`src/rtl/pipelined_control_unit_if.sv`:
```
// Fetch-side handshake and ID/EX-side control bundle for the pipelined control unit.
// slave is the decoder's view; master is the driver's view (fetch + hazard logic + ID/EX sink).
interface pipelined_control_unit_if #(
    parameter int INSTR_W = 16,
    parameter int STEP_W  = 2
);
    logic [INSTR_W-1:0] instr_i;
    logic               instr_valid_i;
    logic               ready_o;
    logic               stall_i;
    logic               flush_i;
    logic [19:0]        ctrl_o;
    logic               ctrl_valid_o;
    logic [INSTR_W-1:0] imm_o;
    logic [STEP_W-1:0]  step_o;
    logic               illegal_o;
    logic               busy_o;

    modport slave (
        input  instr_i, instr_valid_i, stall_i, flush_i,
        output ready_o, ctrl_o, ctrl_valid_o, imm_o, step_o, illegal_o, busy_o
    );

    modport master (
        output instr_i, instr_valid_i, stall_i, flush_i,
        input  ready_o, ctrl_o, ctrl_valid_o, imm_o, step_o, illegal_o, busy_o
    );
endinterface

```
`src/rtl/pipelined_control_unit.sv`:
```
// Registered opcode decoder: assembles two-word immediates and sequences call/ret/rti steps.
// Control is valid one cycle after the (last) word is accepted; ready drops on stall/flush and during stack steps.
module pipelined_control_unit #(
    parameter int INSTR_W     = 16,
    parameter int STACK_WORDS = 2,
    parameter int STEP_W      = $clog2(STACK_WORDS + 2)
) (
    input  logic                     clk,
    input  logic                     rst_n,
    pipelined_control_unit_if.slave  bus
);
    typedef enum logic [1:0] {DECODE, IMM, MULTI} state_t;

    localparam logic [STEP_W-1:0] LAST_CR  = STEP_W'(STACK_WORDS - 1);
    localparam logic [STEP_W-1:0] LAST_RTI = STEP_W'(STACK_WORDS);

    state_t             state_q;
    logic [4:0]         op_q;
    logic [19:0]        ctrl_q;
    logic               vld_q;
    logic               ill_q;
    logic [INSTR_W-1:0] imm_q;
    logic [STEP_W-1:0]  step_q;

    logic [4:0]         op_in;
    logic [STEP_W-1:0]  last_step;

    function automatic logic is_rsvd(input logic [4:0] op);
        return (op[4:2] == 3'b010) || (op == 5'b10111);
    endfunction

    function automatic logic is_two(input logic [4:0] op);
        return (op == 5'b00111) || (op == 5'b01110) || (op == 5'b01111) ||
               (op == 5'b10100) || (op == 5'b10101);
    endfunction

    function automatic logic is_stack(input logic [4:0] op);
        return (op == 5'b11100) || (op == 5'b11101) || (op == 5'b11110);
    endfunction

    function automatic logic [19:0] decode(input logic [4:0] op);
        logic [19:0] c;
        c = '0;
        case (op)
            5'b00000: begin c[11] = 1'b1; c[0] = 1'b1; end                     // add
            5'b00001: c[11] = 1'b1;                                             // setc
            5'b00010: begin c[11] = 1'b1; c[0] = 1'b1; end                     // inc
            5'b00011: c[11] = 1'b1;                                             // clrc
            5'b00100: c[4] = 1'b1;                                              // out
            5'b00101: begin c[19] = 1'b1; c[0] = 1'b1; end                     // mov
            5'b00110: begin c[5] = 1'b1; c[0] = 1'b1; end                      // in
            5'b00111: begin c[15] = 1'b1; c[14] = 1'b1; c[0] = 1'b1; end       // ldm
            5'b01100: begin c[10] = 1'b1; c[1] = 1'b1; end                     // push
            5'b01101: begin c[9] = 1'b1; c[2] = 1'b1; c[0] = 1'b1; end         // pop
            5'b01110: begin c[14] = 1'b1; c[6] = 1'b1; c[2] = 1'b1; c[0] = 1'b1; end // ldd
            5'b01111: begin c[14] = 1'b1; c[13] = 1'b1; c[1] = 1'b1; end       // std
            5'b10000, 5'b10001, 5'b10010, 5'b10011, 5'b10110:
                      begin c[11] = 1'b1; c[0] = 1'b1; end                     // dec/sub/or/and/not
            5'b10100, 5'b10101:
                      begin c[14] = 1'b1; c[11] = 1'b1; c[0] = 1'b1; end       // shl/shr
            5'b11000: c[16] = 1'b1;
            5'b11001: c[17] = 1'b1;
            5'b11010: c[18] = 1'b1;
            5'b11011: c[12] = 1'b1;
            5'b11100: begin c[8] = 1'b1; c[2] = 1'b1; end                      // ret
            5'b11101: begin c[7] = 1'b1; c[2] = 1'b1; end                      // rti
            5'b11110: begin c[3] = 1'b1; c[1] = 1'b1; end                      // call
            default:  c = '0;                                                   // nop, reserved
        endcase
        return c;
    endfunction

    assign op_in     = bus.instr_i[INSTR_W-1 -: 5];
    // rti pops the flags word on top of the PC words, hence one extra step
    assign last_step = ctrl_q[7] ? LAST_RTI : LAST_CR;

    always_ff @(posedge clk or negedge rst_n) begin
        if (!rst_n) begin
            state_q <= DECODE;
            op_q    <= '0;
            ctrl_q  <= '0;
            vld_q   <= 1'b0;
            ill_q   <= 1'b0;
            imm_q   <= '0;
            step_q  <= '0;
        end else if (bus.flush_i) begin
            state_q <= DECODE;
            op_q    <= '0;
            vld_q   <= 1'b0;
            ill_q   <= 1'b0;
            step_q  <= '0;
        end else if (!bus.stall_i) begin
            ill_q <= 1'b0;
            case (state_q)
                DECODE: begin
                    if (bus.instr_valid_i) begin
                        if (is_rsvd(op_in)) begin
                            ctrl_q <= '0;
                            vld_q  <= 1'b1;
                            ill_q  <= 1'b1;
                            imm_q  <= '0;
                        end else if (is_two(op_in)) begin
                            op_q    <= op_in;
                            vld_q   <= 1'b0;
                            state_q <= IMM;
                        end else begin
                            ctrl_q <= decode(op_in);
                            vld_q  <= 1'b1;
                            imm_q  <= '0;
                            step_q <= '0;
                            if (is_stack(op_in)) state_q <= MULTI;
                        end
                    end else begin
                        vld_q <= 1'b0;
                    end
                end
                IMM: begin
                    if (bus.instr_valid_i) begin
                        imm_q   <= bus.instr_i;
                        ctrl_q  <= decode(op_q);
                        vld_q   <= 1'b1;
                        state_q <= DECODE;
                    end else begin
                        vld_q <= 1'b0;
                    end
                end
                MULTI: begin
                    if (step_q == last_step) begin
                        state_q <= DECODE;
                        step_q  <= '0;
                        vld_q   <= 1'b0;
                    end else begin
                        step_q <= step_q + STEP_W'(1);
                    end
                end
                default: state_q <= DECODE;
            endcase
        end
    end

    assign bus.ready_o      = !bus.stall_i && !bus.flush_i &&
                              (state_q == DECODE || state_q == IMM);
    assign bus.busy_o       = (state_q != DECODE);
    assign bus.ctrl_o       = ctrl_q;
    assign bus.ctrl_valid_o = vld_q;
    assign bus.imm_o        = imm_q;
    assign bus.step_o       = step_q;
    assign bus.illegal_o    = ill_q;
endmodule
```
`src/flat_wrapper.sv`:
```
// flat-port wrapper written by rule: the top's interface ports become plain ports
module pipelined_control_unit_flat 
#(
    parameter int INSTR_W     = 16,
    parameter int STACK_WORDS = 2,
    parameter int STEP_W      = $clog2(STACK_WORDS + 2)
)
  (clk, rst_n, bus_instr_i, bus_instr_valid_i, bus_stall_i, bus_flush_i, bus_ready_o, bus_ctrl_o, bus_ctrl_valid_o, bus_imm_o, bus_step_o, bus_illegal_o, bus_busy_o);
  pipelined_control_unit_if #(.INSTR_W(INSTR_W), .STEP_W(STEP_W)) bus_i ();
  input  logic clk;
  input  logic rst_n;
  input wire logic [$bits(bus_i.instr_i)-1:0] bus_instr_i;
  input wire logic [$bits(bus_i.instr_valid_i)-1:0] bus_instr_valid_i;
  input wire logic [$bits(bus_i.stall_i)-1:0] bus_stall_i;
  input wire logic [$bits(bus_i.flush_i)-1:0] bus_flush_i;
  output wire logic [$bits(bus_i.ready_o)-1:0] bus_ready_o;
  output wire logic [$bits(bus_i.ctrl_o)-1:0] bus_ctrl_o;
  output wire logic [$bits(bus_i.ctrl_valid_o)-1:0] bus_ctrl_valid_o;
  output wire logic [$bits(bus_i.imm_o)-1:0] bus_imm_o;
  output wire logic [$bits(bus_i.step_o)-1:0] bus_step_o;
  output wire logic [$bits(bus_i.illegal_o)-1:0] bus_illegal_o;
  output wire logic [$bits(bus_i.busy_o)-1:0] bus_busy_o;
  assign bus_i.instr_i = bus_instr_i;
  assign bus_i.instr_valid_i = bus_instr_valid_i;
  assign bus_i.stall_i = bus_stall_i;
  assign bus_i.flush_i = bus_flush_i;
  assign bus_ready_o = bus_i.ready_o;
  assign bus_ctrl_o = bus_i.ctrl_o;
  assign bus_ctrl_valid_o = bus_i.ctrl_valid_o;
  assign bus_imm_o = bus_i.imm_o;
  assign bus_step_o = bus_i.step_o;
  assign bus_illegal_o = bus_i.illegal_o;
  assign bus_busy_o = bus_i.busy_o;
  pipelined_control_unit #(.INSTR_W(INSTR_W), .STACK_WORDS(STACK_WORDS), .STEP_W(STEP_W)) u_core (.clk(clk), .rst_n(rst_n), .bus(bus_i));
endmodule
```
`config.mk`:
```
export PLATFORM = sky130hd
export DESIGN_NAME = pipelined_control_unit_flat
export DESIGN_NICKNAME = d
export VERILOG_FILES = /design/src/rtl/pipelined_control_unit_if.sv /design/src/rtl/pipelined_control_unit.sv /design/src/flat_wrapper.sv
export SDC_FILE = /design/constraint.sdc
export NUM_CORES = 1
export LEC_CHECK = 0
export ABC_AREA = 1
export CORE_MARGIN = 2
export CORE_UTILIZATION = 36
export DETAILED_ROUTE_END_ITERATION = 10
export PLACE_DENSITY = 0.72
export SLEW_MARGIN = 20
export SYNTH_ARGS = -nofsm -noshare
export SYNTH_HDL_FRONTEND = slang
export SYNTH_SLANG_ARGS = --single-unit
```
`constraint.sdc`:
```
create_clock -name clk -period 1.6 [get_ports clk]
set_input_delay 0.16 -clock clk [delete_from_list [all_inputs] [get_ports clk]]
set_output_delay 0.16 -clock clk [all_outputs]
set_load 0.03 [all_outputs]
```
# == Word-level counts from Yosys, hierarchy flattened ==
# Cells that the tools add are included.
# word_totals
ff_bits,47
input_bits,21
output_inout_bits,42
wordCells,199
# classes
addsub,1
n_eq_ne,66
muxes,86
bitwise_logic,2
n_reduce_logical,37
# op_table
cell,count
"== test 5 bit, second input constant",29
two-way mux 20 bit,4
two-way mux 16 bit,4
two-way mux 1 bit,52
"== test 5 x 3 -> 1 bit, second input constant",8
"== test 5 x 4 -> 1 bit, second input constant",8
case mux 20 bit (2 select lines),1
case mux 16 bit (2 select lines),1
two-way mux 2 bit,15
two-way mux 5 bit,6
OR reduction 14 bit,2
OR reduction 11 bit,2
"== test 5 x 2 -> 1 bit, second input constant",4
"!= test 3 bit, second input constant",4
AND reduction 6 bit,2
"== test 5 x 1 -> 1 bit, second input constant",2
zero test 5 bit,2
AND reduction 5 bit,2
nonzero test 2 bit,5
OR reduction 5 bit,2
logical OR 1 bit,8
OR reduction 4 bit,2
"!= test 2 bit, second input constant",3
"!= test 3 x 2 -> 1 bit, second input constant",2
18 further kinds,22

# == Longest topological paths before layout ==
# logic_depth
ltp_word,11
mapped_depth,12
ltp_nobuf,11

# == Worst setup path before layout ==
# Ideal clock, no wire load.
# synth_path
path_kind,register -> register
start,register u_core.state_q[1]
end,register u_core.imm_q[12] (netlist: u_core.bus.imm_o[12])
setup_ps,126
t_arrival_ps,1731
required_time_ps,1474
setup_slack_ps,-257
path_stages_with_launch,12
path_buffers,3
synth_period_minus_slack_ps,1857
path_cell_list,dfrtp_1 -> inv_1 -> ha_1 -> clkbuf_1 -> o21ai_0 -> inv_1 -> nand2_1 -> o21bai_4 -> buf_6 -> buf_6 -> nand2_1 -> o21ai_0
# synth_via
elab_chain_cells,3
elab_cells_between_ends,8
cone_classes,4 x eq/ne; 1 x mux; 3 x reduce/logical
# synth_rtl
item,line,source
start: declaration,pipelined_control_unit.sv:17,state_t state_q;
start signal: assignment,pipelined_control_unit.sv:79,state_q <= DECODE;
start signal: assignment,pipelined_control_unit.sv:87,state_q <= DECODE;
start signal: assignment,pipelined_control_unit.sv:105,state_q <= IMM;
== test 2 x 1 -> 1 bit or zero test 2 bit (tied branches),pipelined_control_unit.sv:94,case (state_q)
"!= test 2 bit (no source line), or another cell as far along",--,
AND reduction 6 bit (no source line),--,
end signal: assignment,pipelined_control_unit.sv:119,imm_q <= bus.instr_i;
end: declaration,pipelined_control_unit.sv:22,logic [INSTR_W-1:0] imm_q;
# Parallel ways exist; a longest one is shown, timed or not.
# A chain may end at the register's enable or synchronous reset.

# == Final worst setup path ==
# layout_path
start,register u_core.state_q[0]
end,register u_core.imm_q[3] (netlist: u_core.bus.imm_o[3])
# The elaborated chain is that of the path after synthesis.

==> impl.org <==
** Status
- The run finished, with violations left.
- Violations in the final reports :: negative setup slack

** Layout
- Total area of multi-input combinational cells :: 1485 um^2
- Summing all flip-flop and latch instances after layout gives 1177 um^2.
- After filler insertion, the fill cell instance count of the layout stands at 716.
- Area growth from synthesis to layout :: 51.15%
- Post-layout util :: 56.49%
- Fraction of final layout cells sized beyond drive strength 1 :: 23.34%
- Total number of nets in the final design :: 520
- The finished layout holds 596 standard cells, fillers aside.
- The repair_antennas step left the layout with diodes totalling 0.

** Global routing
- Overflow left after global routing :: 0
- Number of antenna violations at the first check in global routing :: 0
- Met3 Usage GRT :: 3.568%
- For this run, global-route usage on met1 was measured as 27.79%.
- GR Util met2 :: 34.88%
- GRT Resource Usage Total :: 20.95%
- Entering global routing, the biggest net connects 33 pins.
- met2 is the most crowded layer.
- The first global-routing pass estimated 14020 um of wire.
- The via count of the first global-routing pass came to 2910.

** Synthesis
- Sequential area share after synthesis :: 43.16%
- EDFF count, synth :: 0
- In the synthesized netlist the dominant register cell turns out to be sky130_fd_sc_hd__dfrtp_1.
- Yosys warns :: 0
- Fraction of registers with async set/reset :: 100.0%
- Cells after Synth :: 390
- Synthesis-stage register bit count :: 47
- Mean post-synth cell area :: 6.987 um^2
- Cell variety after synth :: 27
- When the netlist entered floorplanning its net count stood at 414.
- Synthesized cell area :: 2725 um^2

** Routing
- For this run, design rule violations remaining after detail routing come to 0.
- Once detail routing completed, the nets flagged for antenna violations numbered 0.
- The pre-antenna-repair detailed-routing pass consisted of 4 iterations.
- The final route contains 3004 vias.
- Using the TritonRoute via totals, the vias-per-cell ratio works out to 5.040.
- Final routed wire length divided by cell count :: 14.93 um
- Routed wire length :: 8898 um
- For this block, the initial DRC count from the detailed router was 117.

** Floorplan
- Effective utilization at floorplan :: 37.37%
- From bottom edge to top edge, the die measures 91.01 um.
- The initialized floorplan defines 31 standard-cell rows.
- The die is 91.01 um wide.
- The die covers 8282 um^2.
- In this run the standard cell core region covers 7292 um^2.
- 63 I/O pins were placed.

** Critical path
- Worst Path Required :: 1.79 ns
- Setup slack on the worst reg-to-reg path comes out at -0.04 ns.
- The worst register-to-register path ends at u_core.bus.imm_o[3].
- STA puts the critical path data arrival time at 1.84 ns.
- Startpoint class of the critical path :: flip-flop
- Along the worst path, the maximum fanout reaches 7.
- Type of element capturing the critical path :: flip-flop
- The number of cells on the worst reg-to-reg path is 10.
- Critical path type :: flip-flop to flip-flop
- The startpoint identified for the worst register-to-register timing path is u_core.state_q[0].

** STA
- Once routing completed, OpenROAD measured the worst setup slack at -0.04448 ns.
- Final hold violations :: 0
- The worst pin sits at a relative slew slack of 72.55%.
- Setup repair after global routing could not meet its margin everywhere.
- Static timing analysis puts the maximum clock frequency at 0.6081 GHz.
- The final critical path takes up 102.8% of the cycle.
- Layout Skew :: 0.003991 ns
- The total count of max-transition violations in the final report came to 0.
- The worst path in the final design needs a cycle of 1.644 ns, including I/O delays and setup.
- At the pin with the least slew margin, the transition time is 0.4117 ns.
- In the final timing run, aggregate negative setup slack is -0.3636 ns.
- Total of endpoints with negative setup slack in the final report :: 19

** Clock network
- Clock Pin Slew Worst Setup and Hold Paths :: 0.09 ns
- The H-tree was split into 2 levels.
- In this run, CTS created clock tree buffers numbering 5.
- Clock latency on the worst-skew pair, taken at its later pin, is 0.31 ns.
- Sinks on Clock Net :: 47
- TritonCTS clock tree :: done
- The longest clock path from root to sink contains 2 buffers.
- The tree is rooted in a sky130_fd_sc_hd__clkbuf_8.

** Placed design
- Total half-perimeter wirelength after legalization and detailed placement :: 6399 um
- Number of buffer cells added on primary ports :: 62
- Once placement completed, the tool counted placed cells totaling 579.
- Final weighted congestion in routability-driven placement :: 0.9561

** Pwr
- In this run the static leakage power is 2.052 nW.
- In this run the power density over the cells is 999.6 nW/um^2.
- The worst-case IR drop observed on VDD is 0.0005472 V.

** Job
- Maximum capacitance violations :: 0

** Min path
- The tightest min-delay check is of the primary input to async pin type.
[state kept, by name (all words and copies together) (netlist names)]
name,count
u_core.bus.ctrl_o,20
u_core.bus.imm_o,16
u_core.op_q,5
u_core.bus.step_o,2
u_core.state_q,2
u_core.bus.ctrl_valid_o,1
u_core.bus.illegal_o,1
[synth_stat cells (2+ instances only)]
library cell	number	area [um^2]
sky130_fd_sc_hd__nand2_1	153	574.3
sky130_fd_sc_hd__dfrtp_1	47	1176
sky130_fd_sc_hd__nor2_1	42	157.7
sky130_fd_sc_hd__nand3_1	34	170.2
sky130_fd_sc_hd__inv_1	25	93.84
sky130_fd_sc_hd__o21ai_0	20	100.1
sky130_fd_sc_hd__o21ai_1	16	80.08
sky130_fd_sc_hd__clkbuf_1	9	33.78
sky130_fd_sc_hd__buf_6	5	56.30
sky130_fd_sc_hd__a31oi_1	4	25.02
sky130_fd_sc_hd__nand4_1	4	25.02
sky130_fd_sc_hd__o21ai_2	4	35.03
sky130_fd_sc_hd__buf_2	3	15.01
sky130_fd_sc_hd__ha_1	3	37.54
sky130_fd_sc_hd__nor2_2	3	18.77
sky130_fd_sc_hd__o31ai_1	3	22.52
sky130_fd_sc_hd__inv_2	2	7.510
sky130_fd_sc_hd__nand2_2	2	12.51
sky130_fd_sc_hd__nand3b_1	2	15.01
sky130_fd_sc_hd__nor3_1	2	10.01
[power by group]
part	internal, mW	switching (mW)
registers	1.34	0.122
clock network	0.474	0.438
logic	0.742	1.00
total	2.56	1.56
[metrics by stage]
stage	hold slack (ns)	setup WS (ns)	power, mW	instance area [um^2]
after floorplan	-0.1356	-0.05246	2.345	2739
after global placement	0.1108	-0.3850	3.032	3734
after detailed placement	0.1145	-0.4796	3.054	3734
after CTS	0.3326	-0.008056	4.034	3949
after global routing	0.3470	-0.1260	4.349	4119
final	0.3096	-0.04448	4.117	4119
[placed cells by master (no fill, tap or decap), types with 3 or more instances in the layout]
master,n
sky130_fd_sc_hd__a31oi_1,4
sky130_fd_sc_hd__buf_12,3
sky130_fd_sc_hd__buf_4,45
sky130_fd_sc_hd__buf_6,5
sky130_fd_sc_hd__clkbuf_8,5
sky130_fd_sc_hd__clkdlybuf4s50_1,49
sky130_fd_sc_hd__dfrtp_1,46
sky130_fd_sc_hd__dlygate4sd2_1,7
sky130_fd_sc_hd__dlymetal6s2s_1,3
sky130_fd_sc_hd__inv_1,21
sky130_fd_sc_hd__inv_2,6
sky130_fd_sc_hd__nand2_1,135
sky130_fd_sc_hd__nand2_2,15
sky130_fd_sc_hd__nand2_4,5
sky130_fd_sc_hd__nand3_1,31
sky130_fd_sc_hd__nand3_2,3
sky130_fd_sc_hd__nand4_1,4
sky130_fd_sc_hd__nor2_1,39
sky130_fd_sc_hd__nor2_2,6
sky130_fd_sc_hd__o21ai_0,18
sky130_fd_sc_hd__o21ai_1,11
sky130_fd_sc_hd__o21ai_2,11
sky130_fd_sc_hd__o31ai_1,3
[area by class of cell]
class                      count  share of cell area [%]
clock inverter                 3                   1.154
timing repair buffer         116                   26.91
multi-input combinational    298                   36.06
inverter                      28                   2.612
tap                           99                   3.007
sequential                    47                   28.58
clock buffer                   5                   1.671
[what timing repair did]
| item | in CTS | in global routing |
|---|---|---|
| gates cloned | 1 | 3 |
| setup endpoints to repair | 46 | 46 |
| hold buffers | 1 | 0 |
| pin swaps | 4 | 6 |
| resized for setup | 16 | 46 |
| endpoints found under the hold margin | 15 | 0 |
| setup buffers | 5 | 0 |
[kinds of logic after synthesis]
logic type / synth area share (%)
buffers and inverters: 7.713
adders and majority gates: 1.378
and+or+nand+nor: 36.09
DFF: 43.16
AOI/OAI and AO/OA: 11.02
xor gates and xnor gates: 0.6429
[worst max-delay path by stage]
stage / endpoint / start / depth (start not counted) / slack, ns
3_3_place_gp: u_core.bus.imm_o[12] / bus_instr_i[14] / 9 / -0.38
2_1_floorplan: u_core.bus.imm_o[12] / u_core.state_q[1] / 11 / -0.05
6_report: u_core.bus.imm_o[3] / u_core.state_q[0] / 10 / -0.04
5_1_grt: u_core.bus.imm_o[3] / u_core.state_q[0] / 10 / -0.13
3_5_place_dp: u_core.bus.imm_o[0] / bus_instr_i[14] / 10 / -0.48
4_1_cts: u_core.bus.imm_o[0] / u_core.state_q[0] / 10 / -0.008
[per-layer routing]
metal	vias up	part of all wire [%]	wire [um]
li1	1468	-	-
met1	1405	43	3801
met2	110	49	4333
met3	21	6.4	570
met4	0	2.2	193
met5	-	0	0
[worst max-delay path, stage by stage, from the launching register on]
cell and delay, ns:
sky130_fd_sc_hd__dfrtp_2 0.45, sky130_fd_sc_hd__inv_2 0.09, sky130_fd_sc_hd__ha_4 0.16, sky130_fd_sc_hd__o21ai_2 0.06, sky130_fd_sc_hd__inv_2 0.07, sky130_fd_sc_hd__nand2_2 0.05, sky130_fd_sc_hd__o21bai_4 0.20, sky130_fd_sc_hd__buf_6 0.16
sky130_fd_sc_hd__clkbuf_16 0.16, sky130_fd_sc_hd__nand2_2 0.06, sky130_fd_sc_hd__o21ai_1 0.06
Note: power is estimated with default switching activity, not from simulation.
